<file path="src/rtl/reg_serializer.sv">
// reg_serializer: accepts a word over valid/ready and shifts it out serially, DIV clocks per bit,
// with frame envelope, per-bit strobe and end-of-word pulse; every output is a flop.
module reg_serializer #(
    parameter int WIDTH     = 8,
    parameter int DIV       = 4,
    parameter bit MSB_FIRST = 1'b1
) (
    input  logic             i_clk,
    input  logic             i_rst_n,
    input  logic             i_valid,
    input  logic [WIDTH-1:0] i_data,
    output logic             o_ready,
    output logic             o_sdata,
    output logic             o_sframe,
    output logic             o_sbit_stb,
    output logic             o_done
);
    localparam int BW = $clog2(WIDTH + 1);
    localparam int DW = (DIV > 1) ? $clog2(DIV) : 1;
    localparam int SB = MSB_FIRST ? WIDTH - 1 : 0;

    typedef enum logic [1:0] {S_IDLE, S_SHIFT, S_DONE} state_t;

    state_t           r_state, w_state_nx;
    logic [WIDTH-1:0] r_shift, w_shift_nx;
    logic [BW-1:0]    r_bit, w_bit_nx;
    logic [DW-1:0]    r_div, w_div_nx;
    logic             w_wrap;

    assign w_wrap = r_div == DW'(DIV - 1);

    always_comb begin
        w_state_nx = r_state;
        w_shift_nx = r_shift;
        w_bit_nx   = r_bit;
        w_div_nx   = r_div;
        case (r_state)
            S_IDLE: if (i_valid) begin
                w_state_nx = S_SHIFT;
                w_shift_nx = i_data;
                w_bit_nx   = '0;
                w_div_nx   = '0;
            end
            S_SHIFT: begin
                w_div_nx = w_wrap ? '0 : r_div + 1'b1;
                // zeros shift in, so the register is already clear when the word ends
                if (w_wrap) begin
                    w_bit_nx   = r_bit + 1'b1;
                    w_shift_nx = MSB_FIRST ? {r_shift[WIDTH-2:0], 1'b0} : {1'b0, r_shift[WIDTH-1:1]};
                    if (r_bit == BW'(WIDTH - 1)) w_state_nx = S_DONE;
                end
            end
            S_DONE: begin
                w_state_nx = S_IDLE;
                w_bit_nx   = '0;
                w_div_nx   = '0;
            end
            default: w_state_nx = S_IDLE;
        endcase
    end

    // outputs are registered from the next-state values so they align with the state they describe
    always_ff @(posedge i_clk or negedge i_rst_n) begin
        if (!i_rst_n) begin
            r_state    <= S_IDLE;
            r_shift    <= '0;
            r_bit      <= '0;
            r_div      <= '0;
            o_ready    <= 1'b1;
            o_sdata    <= 1'b0;
            o_sframe   <= 1'b0;
            o_sbit_stb <= 1'b0;
            o_done     <= 1'b0;
        end else begin
            r_state    <= w_state_nx;
            r_shift    <= w_shift_nx;
            r_bit      <= w_bit_nx;
            r_div      <= w_div_nx;
            o_ready    <= w_state_nx == S_IDLE;
            o_sdata    <= (w_state_nx == S_SHIFT) && w_shift_nx[SB];
            o_sframe   <= w_state_nx == S_SHIFT;
            o_sbit_stb <= (w_state_nx == S_SHIFT) && (w_div_nx == '0);
            o_done     <= w_state_nx == S_DONE;
        end
    end
endmodule

</file>
<file path="config.mk">
export PLATFORM = sky130hd
export DESIGN_NAME = reg_serializer
export DESIGN_NICKNAME = d
export VERILOG_FILES = /design/src/rtl/reg_serializer.sv
export SDC_FILE = /design/constraint.sdc
export NUM_CORES = 1
export LEC_CHECK = 0
export BUFFER_PORTS_ARGS = -buffer_cell sky130_fd_sc_hd__buf_4
export CORE_AREA = 2 2 65 67
export DETAILED_ROUTE_END_ITERATION = 7
export DIE_AREA = 0 0 67 69
export MAX_ROUTING_LAYER = met4
export REMOVE_ABC_BUFFERS = 1
export SYNTH_ARGS = -nofsm -noshare
export SYNTH_HDL_FRONTEND = slang
export SYNTH_SLANG_ARGS = --single-unit
</file>
<file path="constraint.sdc">
create_clock -name i_clk -period 3.81 [get_ports i_clk]
set_input_delay 0.1905 -clock i_clk [delete_from_list [all_inputs] [get_ports i_clk]]
set_output_delay 0.1905 -clock i_clk [all_outputs]
set_load 0.02 [all_outputs]
</file>
Word-level counts from Yosys, hierarchy flattened
Cells that the tools add are included.
W data, S select, Z words.

word-level totals
  bits in registers = 21
  input bits = 11
  output and inout port bits = 5
  word-level logic and storage cells = 42

cells by class
  $add $sub $neg = 2
  equal/unequal tests = 8
  mux-type cells = 13
  reduce and logical (&&, ||, !) cells = 9

operator list
  operator               count
  $mux W8                2
  $pmux W8 S2            1
  $pmux W4 S3            1
  $mux W2                5
  $mux W4                2
  $eq A2 B2 Y1 const B   3
  $logic_not A2 Y1       3
  $pmux W2 S3            1
  $reduce_and A3 Y1      2
  $add A4 B1 Y4 const B  1
  $eq A2 B1 Y1 const B   2
  $eq A4 B3 Y1 const B   1
  $ne A2 B2 Y1 const B   2
  $pmux W2 S2            1
  $reduce_bool A3 Y1     1
  $add A2 B1 Y2 const B  1
  $logic_and A1 B1 Y1    2
  $reduce_bool A2 Y1     1

Depth between registers and ports, before layout
Gate-level depths: netlist (run 1).

  word-level depth = 6
  gate-level depth with buffers = 5
  mapped depth without buffers = 4

Worst setup path before layout (run 1)
OpenSTA, ideal clock, no wires.

  path type = register -> register
  from = reg r_div[0]
  to = reg r_shift[1]
  setup time = 118 ps
  arrival time = 1290 ps
  data required time = 3692 ps
  slack = 2402 ps
  stages on the path, launching flop included = 6
  buffers on the path = 1
  period minus slack after synthesis = 1408 ps
  cell sequence = dfrtp_1 -> ha_1 -> and3b_2 -> buf_2 -> a22o_1 -> a21o_1

on the way
  word-level cells in the longest chain between the ends = 3

ends and longest elaborated chain
  element                             line  text
  start: declaration                  27    logic [DW-1:0] r_div, w_div_nx;
  start signal: assignment            78    r_div <= w_div_nx;
  $eq A2 B2 Y1                        30    assign w_wrap = r_div == DW'(DIV - 1);
  $ne A2 B2 Y1 (no source line)       -
  $reduce_and A3 Y1 (no source line)  -
  end signal: assignment              76    r_shift <= w_shift_nx;
  end: declaration                    25    logic [WIDTH-1:0] r_shift, w_shift_nx;

No other way between the ends.
A chain may end at the register's enable or synchronous reset.

Final worst setup path (run 1)
  from = reg r_div[0]
  to = reg r_shift[0]

Same word-level chain as after synthesis.

==> impl_summary.log, run 1 <==
INFO  metric avg_inst_size_synth = 12.4 um^2
INFO  metric highest_clock_frequency_the_design_can_meet = 629 MHz
INFO  metric switching_share = 32.9%
INFO  metric clk_pin_slew_worst_paths = 0.07 ns
INFO  metric total_of_max_cap_violations = 0
INFO  metric routed_length_on_met3 = 100 um
INFO  metric initial_antenna_violation_count = 0
INFO  metric post-layout-total-power = 768 uW
INFO  metric cts-resized-gates = 0
INFO  metric synth.yosys.warnings = 0
INFO  metric period_needed = 1.59 ns
INFO  metric postSynthRegisterBits = 21
INFO  metric h-tree-depth = 1
INFO  metric finalNetCount = 107
INFO  metric wl_met2 = 908 um
INFO  metric final_critical_path_setup_slack = 2.22 ns
INFO  metric comb_power_share = 36.6%
INFO  metric drt-total-wl = 1.82 mm
INFO  metric layout_worst_path_cycle_share = 41.7%
INFO  metric final_util = 29.6%
INFO  metric timing_max_transition_violations_final = 0
INFO  metric finalClockSkew = 0.00264 ns
INFO  metric irDropWorstVdd = 0.000271 V
INFO  metric post_synth_instance_area = 946 um^2
INFO  metric primary_ff_master_synth = sky130_fd_sc_hd__dfrtp_1
INFO  metric ys_async_sr_fraction = 100%
INFO  metric synth.top_cell.area_share = 52.9%
INFO  metric worst-r2r-cell-count = 4
INFO  metric worstMarginPinSlew = 0.397 ns
INFO  metric cts_tree = built
INFO  metric synth_top_area_cell = sky130_fd_sc_hd__dfrtp_1
INFO  metric hpwl = 1.33 mm
INFO  metric routed-via-count = 672
INFO  metric p_clk_share = 18.7%
INFO  metric clock_path_buffers = 2
INFO  metric netlist-cell-type-count = 27
INFO  metric portBuffers = 15
INFO  metric yosys.cell_count.top_type = sky130_fd_sc_hd__dfrtp_1
INFO  metric rsz0062_at_grt = false
INFO  metric groute.usage.overall = 9.59%
INFO  metric switchingPower = 253 uW
INFO  metric detail_route.vias_per_cell = 4.70
INFO  metric antenna_cells_inserted = 0
INFO  metric initial_core_util = 24.2%
INFO  metric detailed_place.area = 1100 um^2
INFO  metric worstPathArrival = 1.79 ns
INFO  metric setup.worst_path.start_class = flop
INFO  metric hold_buffers = 1
INFO  metric fp.dieArea = 4620 um^2
INFO  metric placement.setup.worst_slack = 2.24 ns
INFO  metric leakagePower = 0.568 nW
INFO  metric die_width = 67 um
INFO  metric floorplan.io_pins = 16
INFO  metric run_status = completed
INFO  metric placement_rows = 23
INFO  metric synth-seq-area-share = 55.7%
INFO  metric grt_start_max_net_pins = 22
INFO  metric drive_above_1_share = 29.0%
INFO  metric worst-path-max-fanout = 11
INFO  metric fin_tns_setup = 0 ns
INFO  metric clock_latency = 0.26 ns
INFO  metric grt_pass1_wl = 3.31 mm
INFO  metric route.detailed.wl_per_inst = 12.7 um
INFO  metric met1Wirelength = 811 um
INFO  metric detail_route.first_pass.iterations = 4
INFO  metric syn-instance-count = 76
INFO  metric power.internal = 515 uW
INFO  metric sequentialPowerShare = 44.7%
INFO  metric drc = 0
INFO  metric finalSetupViolations = 0
INFO  metric worst-setup-path-type = flop to flop
INFO  metric drt-initial-drc-count = 15
INFO  metric synth.cells.most_frequent = sky130_fd_sc_hd__dfrtp_1 (20), sky130_fd_sc_hd__a22o_1 (9), sky130_fd_sc_hd__a21o_1 (8), sky130_fd_sc_hd__nor3b_1 (4)
INFO  metric min_delay_path_class = primary input to flop
INFO  metric worst_r2r_start = r_div[0]
INFO  metric slew_headroom = 73.4%
INFO  metric final_design_area_no_fill = 1160 um^2
INFO  metric finalHoldViolCount = 0
INFO  metric post_cts.repair.setup_buffers = 0
INFO  metric flow.area_growth_from_synthesis = 22.4%
INFO  metric worst_r2r_endpoint = r_shift[0]
INFO  metric setup.worst_path.start = r_div[0]
INFO  metric fp.coreArea = 3910 um^2
INFO  metric grt_remaining_overflow = 0
INFO  metric ff2ff_setup_slack = 2.22 ns
INFO  metric clock_tree.root_cell = sky130_fd_sc_hd__clkbuf_8
INFO  metric cts-buffers-inserted = 3
INFO  metric critPathCapture = r_shift[0]
INFO  metric gp_congestion = 0.764
INFO  metric yosys-top-cells-area = sky130_fd_sc_hd__dfrtp_1 (53%), sky130_fd_sc_hd__a22o_1 (8.3%), sky130_fd_sc_hd__a21o_1 (6.3%), sky130_fd_sc_hd__nor3b_1 (3.2%), sky130_fd_sc_hd__dfstp_2 (2.8%)
INFO  metric cts.sinks = 21
INFO  metric vias_in_the_first_global_route = 723
INFO  metric floorplan.die.height = 69 um
INFO  metric edff_count_synth = 0
INFO  metric maxUsedRoutingLayer = met3
INFO  metric worst_ep_required_time = 4.01 ns
INFO  metric antenna_violating_nets_post_route = 0
INFO  metric worst_setup_path_end_kind = flop
INFO  metric power.density_cell_area = 664 nW/um^2
[how the worst min path moves through the flow]
stage | start | to | slack [ns] | cells past startpoint
6_report | i_data[0] | r_shift[0] | 0.16 | 2
5_1_grt | i_data[0] | r_shift[0] | 0.15 | 2
4_1_cts | i_data[0] | r_shift[0] | 0.16 | 2
3_5_place_dp | i_rst_n | r_shift[3] | 0.09 | 1
3_3_place_gp | i_rst_n | r_shift[3] | 0.08 | 1
2_1_floorplan | i_rst_n | o_done | -0.11 | 0
[power groups by stage]
stage	clock network (mW)	registers (mW)	logic [mW]
after detailed placement	0	0.347	0.285
final	0.144	0.343	0.281
after floorplan	0	0.348	0.197
after global placement	0	0.344	0.271
after CTS	0.152	0.343	0.287
after global routing	0.162	0.355	0.322
[cells by family after synthesis]
kind of cell	Yosys count	synth area share (%)
compound gates	26	21.2
flops	21	55.7
fa+ha+maj	2	2.65
buf+inv	6	3.57
simple gates	19	14.2
mux	2	2.78
[state kept, by name, summed over array words and instances (netlist names)]
register	count
r_bit	4
o_sframe	1
r_shift	8
o_sdata	1
o_ready	1
r_state	2
r_div	2
o_done	1
o_sbit_stb	1
[layer usage]
layer | track usage, % | up-vias
met4 | 2.04 | 0
met2 | 14.5 | 16
met1 | 12.2 | 342
met3 | 3.59 | 0
li1 | - | 314
met5 | - | -
[worst max-delay path: stages (launching register included)]
cell                      delay, ns
sky130_fd_sc_hd__dfrtp_1       0.42
sky130_fd_sc_hd__ha_1          0.27
sky130_fd_sc_hd__and3b_2       0.30
sky130_fd_sc_hd__nor2_1        0.34
sky130_fd_sc_hd__a22o_1        0.20
[placed cells by master, fill, tap and decap left out, types with 2 or more instances in the layout]
cell type,count
sky130_fd_sc_hd__ha_1,2
sky130_fd_sc_hd__inv_1,2
sky130_fd_sc_hd__nor3b_1,4
sky130_fd_sc_hd__a21o_1,8
sky130_fd_sc_hd__nand3_1,2
sky130_fd_sc_hd__nand3b_1,2
sky130_fd_sc_hd__or3_1,2
sky130_fd_sc_hd__dfrtp_1,20
sky130_fd_sc_hd__buf_4,16
sky130_fd_sc_hd__a21oi_1,3
sky130_fd_sc_hd__clkbuf_8,3
sky130_fd_sc_hd__o21ba_2,2
sky130_fd_sc_hd__a22o_1,9
sky130_fd_sc_hd__nor2_1,2
sky130_fd_sc_hd__o21ai_0,2
[stage by stage]
step / hold WS [ns] / instances
after floorplan: -0.105 / 72
after global placement: 0.0850 / 138
after detailed placement: 0.0933 / 138
after CTS: 0.163 / 143
after global routing: 0.154 / 143
final: 0.165 / 143
[area by class of cell]
| type | instances | area (um^2) |
|---|---|---|
| clock buffers | 4 | 45.0 |
| fillers | 430 | 2760 |
| inverters | 2 | 7.51 |
| multi-input cells | 49 | 385 |
| flip-flops and latches | 21 | 527 |
| well taps | 50 | 62.6 |
| repair buffers | 17 | 130 |
Power figures use the tool's default switching activity.
==> run 2: changes to the inputs <==
==> constraint.sdc (replaced) <==
create_clock -name i_clk -period 1.6 [get_ports i_clk]
set_input_delay 0.08 -clock i_clk [delete_from_list [all_inputs] [get_ports i_clk]]
set_output_delay 0.08 -clock i_clk [all_outputs]
set_load 0.02 [all_outputs]
==> run 2 against run 1 <==
  * Count of clock-buffer cells in the layout did not move
  * Clock skew rose by 0.0020 ns
  * First-iteration DRC count rose by 33%
  * Flip-flop and latch count did not move
  * Critical path depth did not move
  * Worst hold slack got worse by 0.12 ns
  * Total power rose by 140%
  * Via count fell by 0.60%
  * Critical path type unchanged
  * Critical endpoint is now o_sbit_stb
==> impl_summary.log, run 2 (synthesis gave the netlist of run 1 again) <==
INFO  metric cts.sinks = 21
INFO  metric run_status = completed
INFO  metric drt-total-wl = 1.79 mm
INFO  metric min_delay_path_depth = 2
INFO  metric fp.coreArea = 3910 um^2
INFO  metric gp_congestion = 0.753
INFO  metric worst_setup_path_end_kind = flop
INFO  metric placement.setup.worst_slack = 0.100 ns
INFO  metric worst-r2r-cell-count = 4
INFO  metric groute.usage.overall = 9.31%
INFO  metric comb_power_share = 38.5%
INFO  metric hold_buffers = 1
INFO  metric drc = 0
INFO  metric clock_path_buffers = 2
INFO  metric die_width = 67 um
INFO  metric detail_route.vias_per_cell = 4.58
INFO  metric cts_tree = built
INFO  metric layout.cells.most_common_list = sky130_fd_sc_hd__dfrtp_1 (20), sky130_fd_sc_hd__buf_4 (19), sky130_fd_sc_hd__a22o_1 (9), sky130_fd_sc_hd__a21o_1 (8), sky130_fd_sc_hd__nor3b_1 (4)
INFO  metric cts-buffers-inserted = 3
INFO  metric initial_antenna_violation_count = 0
INFO  metric layout_worst_path_cycle_share = 94.7%
INFO  metric worst_ep_required_time = 1.78 ns
INFO  metric antenna_cells_inserted = 0
INFO  metric placed_cells_incl_taps = 141
INFO  metric floorplan.io_pins = 16
INFO  metric placement_rows = 23
INFO  metric highest_clock_frequency_the_design_can_meet = 660 MHz
INFO  metric cts-resized-gates = 0
INFO  metric fin_worst_hold_slack = 0.0421 ns
INFO  metric rsz0062_at_grt = false
INFO  metric min_delay_path_class = primary input to flop
INFO  metric largest_registers = r_shift (8), r_bit (4)
INFO  metric leakagePower = 0.582 nW
INFO  metric finalSetupViolations = 0
INFO  metric routed-via-count = 668
INFO  metric h-tree-depth = 1
INFO  metric worst_r2r_endpoint = o_sbit_stb
INFO  metric sequentialPowerShare = 43.0%
INFO  metric irDropWorstVdd = 0.000657 V
INFO  metric fill_cells = 414
INFO  metric worst-setup-path-type = flop to flop
INFO  metric antenna_violating_nets_post_route = 0
INFO  metric drive_above_1_share = 31.3%
INFO  metric power.internal = 1.25 mW
INFO  metric post_cts.repair.setup_buffers = 0
INFO  metric worst_r2r_start = r_div[0]
INFO  metric grt_pass1_wl = 3.22 mm
INFO  metric route.detailed.wl_per_inst = 12.2 um
INFO  metric clk_pin_slew_worst_paths = 0.07 ns
INFO  metric drt-initial-drc-count = 20
INFO  metric finalNetCount = 110
INFO  metric portBuffers = 15
INFO  metric final_critical_path_setup_slack = 0.0852 ns
INFO  metric detail_route.first_pass.iterations = 4
INFO  metric switchingPower = 608 uW
INFO  metric setup.worst_path.start_class = flop
INFO  metric period_needed = 1.51 ns
INFO  metric fin_tns_setup = 0 ns
INFO  metric worst-path-max-fanout = 4
INFO  metric initial_core_util = 24.2%
INFO  metric multiInputGateArea = 385 um^2
INFO  metric grt_remaining_overflow = 0
INFO  metric worstPathArrival = 1.70 ns
INFO  metric clock_tree.root_cell = sky130_fd_sc_hd__clkbuf_8
INFO  metric final_common_cell = sky130_fd_sc_hd__dfrtp_1
INFO  metric finalNonFillerCells = 146
INFO  metric largest_register_ffs = 8
INFO  metric slew_headroom = 82.5%
INFO  metric grt_start_max_net_pins = 22
INFO  metric total_of_max_cap_violations = 0
INFO  metric finalClockSkew = 0.00462 ns
INFO  metric seqCellArea = 527 um^2
INFO  metric regMostFlops = r_shift
INFO  metric worstMarginPinSlew = 0.261 ns
INFO  metric finalHoldViolCount = 0
INFO  metric fp.dieArea = 4620 um^2
INFO  metric power.density_cell_area = 1580 nW/um^2
INFO  metric vias_in_the_first_global_route = 718
INFO  metric ff2ff_setup_slack = 0.09 ns
INFO  metric hpwl = 1.32 mm
INFO  metric clock_latency = 0.26 ns
INFO  metric timing_max_transition_violations_final = 0
INFO  metric worst_hold_path.endpoint = r_shift[0]
INFO  metric floorplan.die.height = 69 um
INFO  metric switching_share = 32.6%
INFO  metric flow.area_growth_from_synthesis = 24.7%
INFO  metric p_clk_share = 18.4%
INFO  metric worstHoldStart = i_data[0]
-- run 2: cell types whose count changed in the layout (fill, tap and decap cells not counted), sizes merged --
cell,delta
buf,+3
-- run 2: area by class of cell --
| cell class | count | area share, % |
|---|---|---|
| Tap cell | 50 | 5.30 |
| Sequential cell | 21 | 44.6 |
| Multi-Input combinational cell | 49 | 32.7 |
| Timing Repair Buffer | 20 | 12.9 |
| Inverter | 2 | 0.636 |
| Clock buffer | 4 | 3.82 |
-- run 2: per-stage QoR --
step	total power, mW	instance area (um^2)	utilization (%)
2_1_floorplan	1.30	920	-
3_5_place_dp	1.54	1120	28.7
6_report	1.86	1180	30.1
4_1_cts	1.90	1180	30.1
3_3_place_gp	1.49	1120	28.7
5_1_grt	2.02	1180	30.1
-- run 2: critical path, stage by stage (launching register included) --
cell,delay [ns]
sky130_fd_sc_hd__dfrtp_1,0.41
sky130_fd_sc_hd__ha_1,0.31
sky130_fd_sc_hd__mux2_4,0.27
sky130_fd_sc_hd__a22o_1,0.26
sky130_fd_sc_hd__nor3b_2,0.19
-- run 2: how the worst max path moves through the flow --
stage / start / endpoint / slack [ns]
detailed placement: r_div[0] / o_sbit_stb / 0.10
CTS: r_div[0] / o_sbit_stb / 0.08
global placement: r_div[0] / o_sbit_stb / 0.17
floorplan: r_state[0] / r_shift[0] / -0.18
global route: r_div[0] / r_shift[4] / 0.02
finish: r_div[0] / o_sbit_stb / 0.09
-- run 2: power by group through the flow --
stage / sequential (mW) / combinational, mW / clock (mW)
after detailed placement: 0.813 / 0.724 / 0
after CTS: 0.804 / 0.731 / 0.360
after global routing: 0.825 / 0.806 / 0.387
after floorplan: 0.830 / 0.468 / 0
after global placement: 0.808 / 0.685 / 0
final: 0.802 / 0.718 / 0.344
-- run 2: layer usage --
layer | track usage, % | wire length [um] | vias up
li1 | - | - | 324
met1 | 11.5 | 854 | 319
met2 | 13.8 | 785 | 21
met3 | 3.59 | 117 | 4
met4 | 3.40 | 28 | 0
met5 | - | 0 | -
==> run 3: changes to the inputs <==
==> constraint.sdc (replaced) <==
create_clock -name i_clk -period 1.5 [get_ports i_clk]
set_input_delay 0.075 -clock i_clk [delete_from_list [all_inputs] [get_ports i_clk]]
set_output_delay 0.075 -clock i_clk [all_outputs]
set_load 0.02 [all_outputs]
==> run 3 against run 2 <==
  * Core utilization grew 1.1 points
  * Worst setup slack gained 0.0075 ns
  * Combinational power grew 14%
  * Non-clock buffer count grew 3
  * Critical path type unchanged
  * Critical endpoint unchanged
  * Largest power group unchanged
==> impl_summary.log, run 3 (synthesis gave the netlist of run 1 again) <==
INFO  metric cp_slowest_cell = sky130_fd_sc_hd__dfrtp_1
INFO  metric worst-r2r-cell-count = 4
INFO  metric finalHoldViolCount = 0
INFO  metric largest_registers = r_shift (8), r_bit (4)
INFO  metric drt-initial-drc-count = 6
INFO  metric grt_start_max_net_pins = 22
INFO  metric drive_above_1_share = 37.0%
INFO  metric placement_rows = 23
INFO  metric critical_path.top_delay_family = flip-flops
INFO  metric finalNonFillerCells = 150
INFO  metric flow.area_growth_from_synthesis = 29.1%
INFO  metric routed-via-count = 689
INFO  metric gp_congestion = 0.741
INFO  metric fin_tns_setup = 0 ns
INFO  metric worst_setup_path_end_kind = flop
INFO  metric crit_chain = ha_2 > mux2_4 > a22o_1 > nor3b_2
INFO  metric setup.worst_path.start = r_div[0]
INFO  metric critical_path.n_buffers_inverters = 0
INFO  metric detail_route.vias_per_cell = 4.59
INFO  metric layout_worst_path_cycle_share = 93.8%
INFO  metric min_delay_path_depth = 2
INFO  metric irDropWorstVdd = 0.000693 V
INFO  metric critPathCapture = o_sbit_stb
INFO  metric initial_core_util = 24.2%
INFO  metric finalClockSkew = 0.000751 ns
INFO  metric h-tree-depth = 1
INFO  metric clk_pin_slew_worst_paths = 0.07 ns
INFO  metric antenna_violating_nets_post_route = 0
INFO  metric period_needed = 1.41 ns
INFO  metric vias_in_the_first_global_route = 699
INFO  metric slew_headroom = 76.7%
INFO  metric final_critical_path_setup_slack = 0.0927 ns
INFO  metric worst-setup-path-type = flop to flop
INFO  metric largest_register_ffs = 8
INFO  metric min_delay_path_class = primary input to flop
INFO  metric cts_tree = built
INFO  metric grt_pass1_wl = 3.21 mm
INFO  metric layout.cells.most_common_list = sky130_fd_sc_hd__buf_4 (22), sky130_fd_sc_hd__dfrtp_1 (19), sky130_fd_sc_hd__a22o_1 (9), sky130_fd_sc_hd__a21o_1 (8)
INFO  metric fp.coreArea = 3910 um^2
INFO  metric run_status = completed
INFO  metric highest_clock_frequency_the_design_can_meet = 711 MHz
INFO  metric critical_path_depth = 4
INFO  metric setup.worst_path.start_class = flop
INFO  metric worstPathArrival = 1.59 ns
INFO  metric groute.usage.overall = 9.17%
INFO  metric grt_remaining_overflow = 0
INFO  metric portBuffers = 15
INFO  metric clock_tree.root_cell = sky130_fd_sc_hd__clkbuf_8
INFO  metric worst_r2r_endpoint = o_sbit_stb
INFO  metric route.detailed.wl_per_inst = 12.7 um
INFO  metric total_of_max_cap_violations = 0
INFO  metric cts-buffers-inserted = 3
INFO  metric drc = 0
INFO  metric cts.sinks = 21
INFO  metric final_common_cell = sky130_fd_sc_hd__buf_4
INFO  metric die_width = 67 um
INFO  metric worstMarginPinSlew = 0.344 ns
INFO  metric regMostFlops = r_shift
INFO  metric placement.setup.worst_slack = 0.0280 ns
INFO  metric crit_path_max_incr_delay = 0.40 ns
INFO  metric worst_r2r_start = r_div[0]
INFO  metric fin_worst_hold_slack = 0.0386 ns
INFO  metric worst_ep_required_time = 1.69 ns
INFO  metric antenna_cells_inserted = 0
INFO  metric drt-total-wl = 1.90 mm
INFO  metric hpwl = 1.35 mm
INFO  metric ff2ff_setup_slack = 0.09 ns
INFO  metric rsz0062_at_grt = false
INFO  metric leakagePower = 0.604 nW
INFO  metric power.density_cell_area = 1680 nW/um^2
INFO  metric fp.dieArea = 4620 um^2
INFO  metric placed_cells_incl_taps = 144
INFO  metric clock_latency = 0.26 ns
INFO  metric worst-path-max-fanout = 2
INFO  metric timing_max_transition_violations_final = 0
INFO  metric final_util = 31.2%
INFO  metric floorplan.die.height = 69 um
INFO  metric floorplan.io_pins = 16
INFO  metric detail_route.first_pass.iterations = 3
INFO  metric finalSetupViolations = 0
INFO  metric clock_path_buffers = 2
INFO  metric finalNetCount = 114
INFO  metric initial_antenna_violation_count = 0
run 3: cell count changes in the layout (fill, tap and decap cells not counted), sizes merged:
cell,delta
clkbuf,-1
and3b,+1
buf,+3
clkinv,+1
run 3: per-layer routing:
metal / GRT usage (%) / wire, um / part of all wire [%]
met5: - / 0 / 0
met4: 2.04 / 8 / 0.42
met3: 4.08 / 131 / 6.9
met2: 14.3 / 889 / 47
met1: 10.8 / 868 / 46
run 3: worst min path at each step:
stage	from	endpoint	slack, ns
after floorplan	i_rst_n	o_done	-0.22
after global placement	i_rst_n	r_shift[5]	-0.03
after detailed placement	i_rst_n	r_shift[3]	-0.02
after CTS	i_data[0]	r_shift[0]	0.03
after global routing	i_data[0]	r_shift[0]	0.04
final	i_data[0]	r_shift[0]	0.04
run 3: report_power, final:
group	switching, mW	internal, mW
registers	0.113	0.748
clock network	0.182	0.185
logic	0.377	0.444
run 3: final cells by class:
| class | instances | area, um^2 |
|---|---|---|
| Tap cell | 50 | 62.6 |
| Multi-Input combinational cell | 50 | 402 |
| Sequential cell | 21 | 528 |
| Clock inverter | 1 | 5.00 |
| Timing Repair Buffer | 23 | 175 |
| Clock buffer | 3 | 41.3 |
| Inverter | 2 | 7.51 |
| Fill cell | 413 | 2690 |
run 3: timing repair:
action,4_1_cts,5_1_grt
hold buffers,1,0
resized for setup,0,3
endpoints found under the hold margin,21,0
setup endpoints to repair,0,11
buffers inserted,0,0
run 3: worst reg2reg max path: cells and delay by family (launching register included):
kind	cells	cell delay (ns)
DFF	1	0.40
AOI/OAI and AO/OA	1	0.24
muxes	1	0.26
and+or+nand+nor	1	0.16
adders and majority gates	1	0.27
run 3: metrics by stage:
step	area, um^2	power (mW)
2_1_floorplan	920	1.38
5_1_grt	1220	2.21
4_1_cts	1200	2.06
6_report	1220	2.05
3_3_place_gp	1150	1.64
3_5_place_dp	1150	1.67
